### config.mk
export PLATFORM = sky130hd
export DESIGN_NAME = processor_run_ctrl_flat
export DESIGN_NICKNAME = d
export VERILOG_FILES = /design/src/rtl/processor_run_pkg.sv /design/src/rtl/processor_run_ctrl_if.sv /design/src/rtl/reg_stable_det.sv /design/src/rtl/processor_run_ctrl.sv /design/src/flat_wrapper.sv
export SDC_FILE = /design/constraint.sdc
export NUM_CORES = 1
export LEC_CHECK = 0
export ABC_CLOCK_PERIOD_IN_PS = 3150
export CAP_MARGIN = 20
export CORE_MARGIN = 2
export CORE_UTILIZATION = 45
export DETAILED_ROUTE_END_ITERATION = 8
export PLACE_DENSITY = 0.78
export SLEW_MARGIN = 20
export SYNTH_ARGS = -nofsm -noshare
export SYNTH_HDL_FRONTEND = slang
export SYNTH_HIERARCHICAL = 1
export SYNTH_SLANG_ARGS = --single-unit
### constraint.sdc
create_clock -name clk -period 3.15 [get_ports clk]
set_input_delay 0.63 -clock clk [delete_from_list [all_inputs] [get_ports clk]]
set_output_delay 0.63 -clock clk [all_outputs]
set_load 0.05 [all_outputs]
### src/rtl/processor_run_pkg.sv
// Shared types and default sizing for the Processor run controller and the Processor top.
// Latency: none (declarations only).
// Backpressure: none (declarations only).
package processor_run_pkg;

    localparam int DEF_DATA_W   = 16;
    localparam int DEF_NUM_REGS = 16;

    typedef enum logic [2:0] {
        IDLE,
        RESET,
        RUN,
        CHECK,
        DONE
    } run_state_t;

endpackage

### src/rtl/processor_run_ctrl_if.sv
// Host-side control/status bundle of the run controller.
// Latency: none (wires only).
// Backpressure: none; start is a pulse, status is level/pulse.
// master = host (drives start and expected values), slave = processor_run_ctrl.
// RUN_CTRL_SNAPSHOT_EN adds fail_val, the captured value of the first failing register.
interface processor_run_ctrl_if #(
    parameter int DATA_W   = 16,
    parameter int NUM_REGS = 16,
    parameter int CNT_W    = 32
);
    logic                         start;
    logic [NUM_REGS*DATA_W-1:0]   expect_flat;
    logic [NUM_REGS-1:0]          expect_mask;
    logic [CNT_W-1:0]             cycle_count;
    logic                         busy;
    logic                         done;
    logic                         pass;
    logic                         timeout;
    logic [$clog2(NUM_REGS)-1:0]  fail_idx;
`ifdef RUN_CTRL_SNAPSHOT_EN
    logic [DATA_W-1:0]            fail_val;

    modport master (output start, expect_flat, expect_mask,
                    input  cycle_count, busy, done, pass, timeout, fail_idx, fail_val);
    modport slave  (input  start, expect_flat, expect_mask,
                    output cycle_count, busy, done, pass, timeout, fail_idx, fail_val);
`else
    modport master (output start, expect_flat, expect_mask,
                    input  cycle_count, busy, done, pass, timeout, fail_idx);
    modport slave  (input  start, expect_flat, expect_mask,
                    output cycle_count, busy, done, pass, timeout, fail_idx);
`endif
endinterface

### src/rtl/reg_stable_det.sv
// Halt detector: flags when the watched register bus has been unchanged for STABLE_CYCLES samples.
// Latency: combinational stable in the sample cycle that completes the quiet streak.
// Backpressure: none; sample qualifies each cycle, clr re-arms so the next sample counts as a change.
// Ports: clk, rst (async active-low), clr, sample, regs_flat in; stable out.
module reg_stable_det
    import processor_run_pkg::*;
#(
    parameter int W             = DEF_DATA_W * DEF_NUM_REGS,
    parameter int STABLE_CYCLES = 4
) (
    input  logic         clk,
    input  logic         rst,
    input  logic         clr,
    input  logic         sample,
    input  logic [W-1:0] regs_flat,
    output logic         stable
);
    localparam int SW = $clog2(STABLE_CYCLES + 1);

    logic [W-1:0]  prev;
    logic [SW-1:0] cnt_q;
    logic [SW-1:0] cnt_nxt;
    logic          primed;   // prev holds a real sample; first sample after clr is a change

    // cnt_nxt is the streak length including the current cycle.
    always_comb begin
        cnt_nxt = '0;
        if (primed && (regs_flat == prev)) begin
            if (cnt_q == SW'(STABLE_CYCLES)) cnt_nxt = cnt_q;
            else                              cnt_nxt = cnt_q + 1'b1;
        end
        stable = sample && (cnt_nxt == SW'(STABLE_CYCLES));
    end

    always_ff @(posedge clk or negedge rst) begin
        if (!rst) begin
            prev   <= '0;
            cnt_q  <= '0;
            primed <= 1'b0;
        end else if (clr) begin
            cnt_q  <= '0;
            primed <= 1'b0;
        end else if (sample) begin
            prev   <= regs_flat;
            cnt_q  <= cnt_nxt;
            primed <= 1'b1;
        end
    end
endmodule

### src/rtl/processor_run_ctrl.sv
// Run controller: resets the core, runs it until halt or cycle limit, then checks registers one per cycle.
// Latency: start to first RUN cycle 1+RST_CYCLES; last register change to done STABLE_CYCLES+NUM_REGS+1.
// Backpressure: none; start is accepted only in IDLE and ignored otherwise.
// Ports: clk, rst (async active-low), core_rst out, regs_flat in, bus (slave: start/expect in, status out).
// Optional macro RUN_CTRL_SNAPSHOT_EN: adds bus.fail_val, the value of register fail_idx at the mismatch.
module processor_run_ctrl
    import processor_run_pkg::*;
#(
    parameter int DATA_W        = DEF_DATA_W,
    parameter int NUM_REGS      = DEF_NUM_REGS,
    parameter int RST_CYCLES    = 1,
    parameter int STABLE_CYCLES = 4,
    parameter int MAX_CYCLES    = 1000,
    parameter int CNT_W         = 32
) (
    input  logic                       clk,
    input  logic                       rst,
    output logic                       core_rst,
    input  logic [NUM_REGS*DATA_W-1:0] regs_flat,
    processor_run_ctrl_if.slave        bus
);
    localparam int IDX_W = $clog2(NUM_REGS);
    localparam int RCW   = $clog2(RST_CYCLES + 1);

    run_state_t        state, state_nxt;
    logic [RCW-1:0]    rst_cnt;
    logic [IDX_W-1:0]  idx;
    logic              mis_seen;
    logic              stable;
    logic [CNT_W-1:0]  cycle_count_q, cc_inc;
    logic              pass_q, timeout_q;
    logic [IDX_W-1:0]  fail_idx_q;
    logic [DATA_W-1:0] cur_act, cur_exp;
    logic              cur_mis, last_idx, rst_last, timeout_hit;

    reg_stable_det #(
        .W             (NUM_REGS * DATA_W),
        .STABLE_CYCLES (STABLE_CYCLES)
    ) u_stable (
        .clk       (clk),
        .rst       (rst),
        .clr       (state == RESET),
        .sample    (state == RUN),
        .regs_flat (regs_flat),
        .stable    (stable)
    );

    assign cc_inc      = (&cycle_count_q) ? cycle_count_q : cycle_count_q + 1'b1;
    // Limit is judged on the count including the current RUN cycle.
    assign timeout_hit = (cc_inc == CNT_W'(MAX_CYCLES));
    assign rst_last    = (rst_cnt == RCW'(RST_CYCLES - 1));
    assign last_idx    = (idx == IDX_W'(NUM_REGS - 1));
    assign cur_act     = regs_flat[idx*DATA_W +: DATA_W];
    assign cur_exp     = bus.expect_flat[idx*DATA_W +: DATA_W];
    assign cur_mis     = bus.expect_mask[idx] && (cur_act != cur_exp);

    always_ff @(posedge clk or negedge rst) begin
        if (!rst) state <= IDLE;
        else      state <= state_nxt;
    end

    always_comb begin
        state_nxt = state;
        core_rst  = 1'b1;
        bus.busy  = 1'b0;
        bus.done  = 1'b0;
        case (state)
            IDLE:  if (bus.start) state_nxt = RESET;
            RESET: begin
                bus.busy = 1'b1;
                if (rst_last) state_nxt = RUN;
            end
            RUN: begin
                bus.busy = 1'b1;
                core_rst = 1'b0;
                // Halt takes priority over the cycle limit.
                if (stable)           state_nxt = CHECK;
                else if (timeout_hit) state_nxt = DONE;
            end
            CHECK: begin
                bus.busy = 1'b1;
                core_rst = 1'b0;
                if (last_idx) state_nxt = DONE;
            end
            DONE: begin
                bus.done  = 1'b1;
                state_nxt = IDLE;
            end
            default: state_nxt = IDLE;
        endcase
    end

`ifdef RUN_CTRL_SNAPSHOT_EN
    logic [DATA_W-1:0] fail_val_q;
    always_ff @(posedge clk or negedge rst) begin
        if (!rst)                                 fail_val_q <= '0;
        else if (state == IDLE && bus.start)      fail_val_q <= '0;
        else if (state == CHECK && cur_mis && !mis_seen) fail_val_q <= cur_act;
    end
    assign bus.fail_val = fail_val_q;
`endif

    always_ff @(posedge clk or negedge rst) begin
        if (!rst) begin
            cycle_count_q <= '0;
            pass_q        <= 1'b0;
            timeout_q     <= 1'b0;
            fail_idx_q    <= '0;
            mis_seen      <= 1'b0;
            idx           <= '0;
            rst_cnt       <= '0;
        end else begin
            case (state)
                IDLE: if (bus.start) begin
                    cycle_count_q <= '0;
                    pass_q        <= 1'b0;
                    timeout_q     <= 1'b0;
                    fail_idx_q    <= '0;
                    mis_seen      <= 1'b0;
                    idx           <= '0;
                    rst_cnt       <= '0;
                end
                RESET: rst_cnt <= rst_cnt + 1'b1;
                RUN: begin
                    cycle_count_q <= cc_inc;
                    if (!stable && timeout_hit) begin
                        timeout_q <= 1'b1;
                        pass_q    <= 1'b0;
                    end
                end
                CHECK: begin
                    idx <= idx + 1'b1;
                    if (cur_mis && !mis_seen) begin
                        mis_seen   <= 1'b1;
                        fail_idx_q <= idx;
                    end
                    if (last_idx) pass_q <= !(mis_seen || cur_mis);
                end
                default: ;
            endcase
        end
    end

    assign bus.cycle_count = cycle_count_q;
    assign bus.pass        = pass_q;
    assign bus.timeout     = timeout_q;
    assign bus.fail_idx    = fail_idx_q;
endmodule
### src/flat_wrapper.sv
// flat-port wrapper written by rule: the top's interface ports become plain ports
module processor_run_ctrl_flat import processor_run_pkg::*;
#(
    parameter int DATA_W        = DEF_DATA_W,
    parameter int NUM_REGS      = DEF_NUM_REGS,
    parameter int RST_CYCLES    = 1,
    parameter int STABLE_CYCLES = 4,
    parameter int MAX_CYCLES    = 1000,
    parameter int CNT_W         = 32
)
  (clk, rst, core_rst, regs_flat, bus_start, bus_expect_flat, bus_expect_mask, bus_cycle_count, bus_busy, bus_done, bus_pass, bus_timeout, bus_fail_idx);
  processor_run_ctrl_if #(.DATA_W(DATA_W), .NUM_REGS(NUM_REGS), .CNT_W(CNT_W)) bus_i ();
  input  logic clk;
  input  logic rst;
  output logic core_rst;
  input  logic [NUM_REGS*DATA_W-1:0] regs_flat;
  input wire logic [$bits(bus_i.start)-1:0] bus_start;
  input wire logic [$bits(bus_i.expect_flat)-1:0] bus_expect_flat;
  input wire logic [$bits(bus_i.expect_mask)-1:0] bus_expect_mask;
  output wire logic [$bits(bus_i.cycle_count)-1:0] bus_cycle_count;
  output wire logic [$bits(bus_i.busy)-1:0] bus_busy;
  output wire logic [$bits(bus_i.done)-1:0] bus_done;
  output wire logic [$bits(bus_i.pass)-1:0] bus_pass;
  output wire logic [$bits(bus_i.timeout)-1:0] bus_timeout;
  output wire logic [$bits(bus_i.fail_idx)-1:0] bus_fail_idx;
  assign bus_i.start = bus_start;
  assign bus_i.expect_flat = bus_expect_flat;
  assign bus_i.expect_mask = bus_expect_mask;
  assign bus_cycle_count = bus_i.cycle_count;
  assign bus_busy = bus_i.busy;
  assign bus_done = bus_i.done;
  assign bus_pass = bus_i.pass;
  assign bus_timeout = bus_i.timeout;
  assign bus_fail_idx = bus_i.fail_idx;
  processor_run_ctrl #(.DATA_W(DATA_W), .NUM_REGS(NUM_REGS), .RST_CYCLES(RST_CYCLES), .STABLE_CYCLES(STABLE_CYCLES), .MAX_CYCLES(MAX_CYCLES), .CNT_W(CNT_W)) u_core (.clk(clk), .rst(rst), .core_rst(core_rst), .regs_flat(regs_flat), .bus(bus_i));
endmodule
==> results.yml <==
synth:
  yosysWarnings: 6
  synth_simple_gate_area_share_pct: 19.01
  synthArstFlopShare_pct: 100.0
  muxShareOfSynthArea_pct: 26.94
  ys_types: 74
  synth_edf_count: 0
  synth_adder_area_share_pct: 0.2364
  postSynthCellCount: 1918
  syn_avg_cell_area_um2: 11.04
  yosys.area_share.xor_xnor_pct: 5.999
  synth-compound-area-share_pct: 8.482
  ys_seq_elements: 307
  synth_nets: 2453
  netlist_area_mm2: 0.02117
  ys_seq_area_share_pct: 36.29
  synth_top_family_by_area: "multiplexers"
  synth_ff_type: "dfrtp_1"
global_routing:
  gr-total-overflow: 0
  antenna_found_initial: 8
  grt_max_degree: 118
  grt_pass1_wl_um: 167700
  grt_pass1_vias: 24450
  grt.total_usage_pct: 47.24
floorplan:
  dieHeight_um: 220.9
  core_area_mm2: 0.04646
  die-width_um: 220.9
  rows: 79
  die_area_mm2: 0.04879
  start_util_pct: 45.57
  io_pins: 572
detailed_routing:
  num_vias: 24040
  drc_errors: 0
  viasPerCell: 6.471
  wire_per_inst_um: 31.83
  routed_wl_um: 118200
  drt_iter0_drc: 3243
  firstDrtPassIters: 6
  drtAntennaViolNets: 0
final_layout:
  final_nets: 3611
  stdcell_count: 3715
  syn2layout_area_growth_pct: 64.86
  drive_gt1_share_pct: 40.63
power_and_ir_drop:
  combPwrFrac_pct: 59.0
  p_per_area_mw_per_mm2: 866.7
  swShare_pct: 40.18
  total_power_mw: 30.25
  vdd_ir_drop_max_uv: 770.9
  leakage_nw: 14.77
  p_int_mw: 18.09
  switchingPower_mw: 12.15
  p_clk_share_pct: 16.4
  p_seq_share_pct: 24.6
worst_setup_path:
  cp_max_fo: 4
  required_ns: 3.59
  cp_cell_sequence: "xnor2_2 > nand4_1 > nor4_4 > nand4_1 > buf_4 > nor4_4 > nand3_2 > nor4b_4 > or4b_4 > a2111oi_4 > nand2_1 > a2111oi_2 > nand4_1 > nor4_4 > o21ai_2 > mux2_4"
  start_kind: "flop"
  worstSetupPathType: "flop to flop"
  crit_path_end_kind: "flop"
  crit_path_top_delay_cell: "dfrtp_1"
  critPathArrivalTime_ns: 4.17
  cpPeakStageDelay_ns: 0.43
clock_network:
  cts_buffers: 39
  cts_sinks: 307
  cts-root-buf: "clkbuf_16"
  cts_tree: "yes"
  clk_latency_ns: 0.60
  clock_tree.buffer_depth: 3
  htree_levels: 2
  clk_pin_slew_worst_paths_ns: 0.07
timing:
  rsz0062_at_grt: "true"
  relSlewSlack_pct: 52.12
  slew_violations: 0
  setup_ws_ns: -0.5763
  timing.hold.ws_ns: -0.004337
  period_share_pct: 118.3
  finalSetupViolations: 10
  final-hold-violation-count: 2
  fin_skew_ns: 0.04833
  period_needed_ns: 3.726
  fmaxAchievable_mhz: 268.4
  tightest_slew_ns: 0.7183
placed_design:
  place_ws_ns: -1.687
  place.detailed.hpwl_um: 93950
  placed_cells: 3590
  portBuffers: 571
  gp_congestion: 1.081
run_status:
  outcome: "finished, violations left"
  violations: "hold timing, setup timing"
run:
  drv_cap: 0
worst_hold_path:
  hold_path.class: "primary input to asynchronous set/reset pin"
[worst paths after layout]
path	from	to	slack (ns)	cells past startpoint
max in group asynchronous	rst	u_core/u_stable/prev[122]	2.26	2
min	rst	u_core/bus.cycle_count[30]	-0.004	1
min in group clk	regs_flat[159]	u_core/u_stable/prev[159]	0.48	2
max reg2reg	u_core/u_stable/prev[228]	u_core/bus.pass	-0.58	16
max	u_core/u_stable/prev[228]	u_core/bus.pass	-0.58	16
min reg2reg	u_core/u_stable/prev[173]	u_core/u_stable/prev[173]	0.52	1
[layout by cell type (no fill, tap or decap), types with 29 or more instances in the layout]
cell,Yosys,layout
o21ai_0,71,70
nor3_1,29,29
inv_1,51,49
xnor2_1,103,66
nor2_1,41,35
nand3_1,36,32
xnor2_2,0,37
nand4_1,148,148
a22o_1,34,29
clkdlybuf4s50_1,0,422
buf_4,2,613
xor2_1,42,34
mux4_2,133,133
nand2b_1,226,195
dlygate4sd2_1,0,139
mux2_2,232,232
clkbuf_16,0,41
nand2_1,91,89
dfrtp_1,307,305
nor4_1,43,29
[critical path, delay by kind of cell, from the launching register on]
family / cells / cell delay [ns]
simple gates: 10 / 2.10
flops: 1 / 0.43
mux: 1 / 0.30
xor+xnor: 1 / 0.29
compound gates: 3 / 0.23
buf+inv: 1 / 0.20
[what timing repair did]
action                     4_1_cts  5_1_grt
resized for setup              290       43
buffers inserted                46       14
gates cloned                     1        1
pin swaps                       52       21
setup endpoints to repair       10       13
hold buffers                     0        0
[synthesized netlist by cell type (3+ instances only)]
| master | n | area (um^2) |
|---|---|---|
| nand4_1 | 148 | 925.9 |
| o22ai_1 | 10 | 62.56 |
| buf_1 | 4 | 15.01 |
| mux4_2 | 133 | 2995 |
| o41ai_1 | 4 | 35.03 |
| a22o_1 | 34 | 297.8 |
| and2_1 | 4 | 25.02 |
| nand2b_1 | 226 | 1414 |
| buf_2 | 47 | 235.2 |
| nor2b_1 | 15 | 93.84 |
| xnor2_1 | 103 | 902.1 |
| a2111o_1 | 3 | 33.78 |
| nor3_1 | 29 | 145.1 |
| a31oi_1 | 13 | 81.33 |
| nor4_4 | 4 | 85.08 |
| nand2_1 | 91 | 341.6 |
| a21oi_1 | 17 | 85.08 |
| clkbuf_1 | 49 | 183.9 |
| mux2i_1 | 8 | 80.08 |
| or3_1 | 3 | 18.77 |
| o21ai_0 | 71 | 355.3 |
| and3_1 | 9 | 56.30 |
| a2111oi_0 | 4 | 35.03 |
| mux2_2 | 232 | 2613 |
| ha_1 | 4 | 50.05 |
| o2111ai_1 | 22 | 192.7 |
| nand3_1 | 36 | 180.2 |
| or2_2 | 5 | 31.28 |
| nor2_1 | 41 | 153.9 |
| nand4_2 | 3 | 37.54 |
| dfrtp_1 | 307 | 7682 |
| nor4_1 | 43 | 269.0 |
| o31ai_1 | 9 | 67.56 |
| o31a_1 | 3 | 26.28 |
| a311oi_1 | 4 | 35.03 |
| and4_1 | 5 | 43.79 |
| inv_1 | 51 | 191.4 |
| a221oi_1 | 33 | 289.0 |
| xor2_1 | 42 | 367.9 |
[layout make-up]
| class | count | area [um^2] |
|---|---|---|
| Inverter | 52 | 195.2 |
| Fill cell | 3146 | 11560 |
| Timing Repair Buffer | 1219 | 10840 |
| Sequential cell | 307 | 7690 |
| Clock buffer | 51 | 1082 |
| Tap cell | 607 | 759.5 |
| Multi-Input combinational cell | 1457 | 14020 |
| Clock inverter | 20 | 306.5 |
| Antenna cell | 2 | 5.005 |
[logic make-up after synthesis]
logic type	count (synthesis)
xor+xnor	145
mux	374
buf+inv	154
simple gates	684
fa+ha+maj	4
flops	307
compound gates	250
[sequential cells by signal, summed over array words and instances, names as in the netlist]
name / cells
u_core/idx: 4
u_core/u_stable/cnt_q: 3
u_core/bus.cycle_count: 32
u_core/bus.fail_idx: 4
u_core/bus.pass: 1
u_core/mis_seen: 1
u_core/state: 3
u_core/bus.timeout: 1
u_core/u_stable/prev: 256
u_core/u_stable/primed: 1
u_core/rst_cnt: 1
[metrics by stage]
step	util, %	TNS [ns]	area [um^2]
floorplan	-	-0.1602	21210
global placement	69.00	-12.78	32050
detailed placement	69.00	-13.29	32050
CTS	74.45	-2.032	34590
global route	75.12	-3.438	34900
finish	75.12	-2.720	34900
[power by group through the flow]
stage	registers [mW]	clock network (mW)	logic, mW
3_5_place_dp	7.16	0	15.9
6_report	7.43	4.97	17.8
5_1_grt	7.55	5.15	18.4
3_3_place_gp	7.02	0	15.6
2_1_floorplan	7.00	0	8.91
4_1_cts	7.27	4.98	16.9
[metal layers]
| metal | vias to the layer above | track usage [%] | wire (um) |
|---|---|---|---|
| li1 | 9661 | - | - |
| met5 | - | 0 | 73 |
| met1 | 11910 | 59.08 | 43150 |
| met2 | 1978 | 71.99 | 51870 |
| met4 | 12 | 27.67 | 8848 |
| met3 | 481 | 15.06 | 14310 |
No activity file was read; power rests on OpenSTA's default activity.
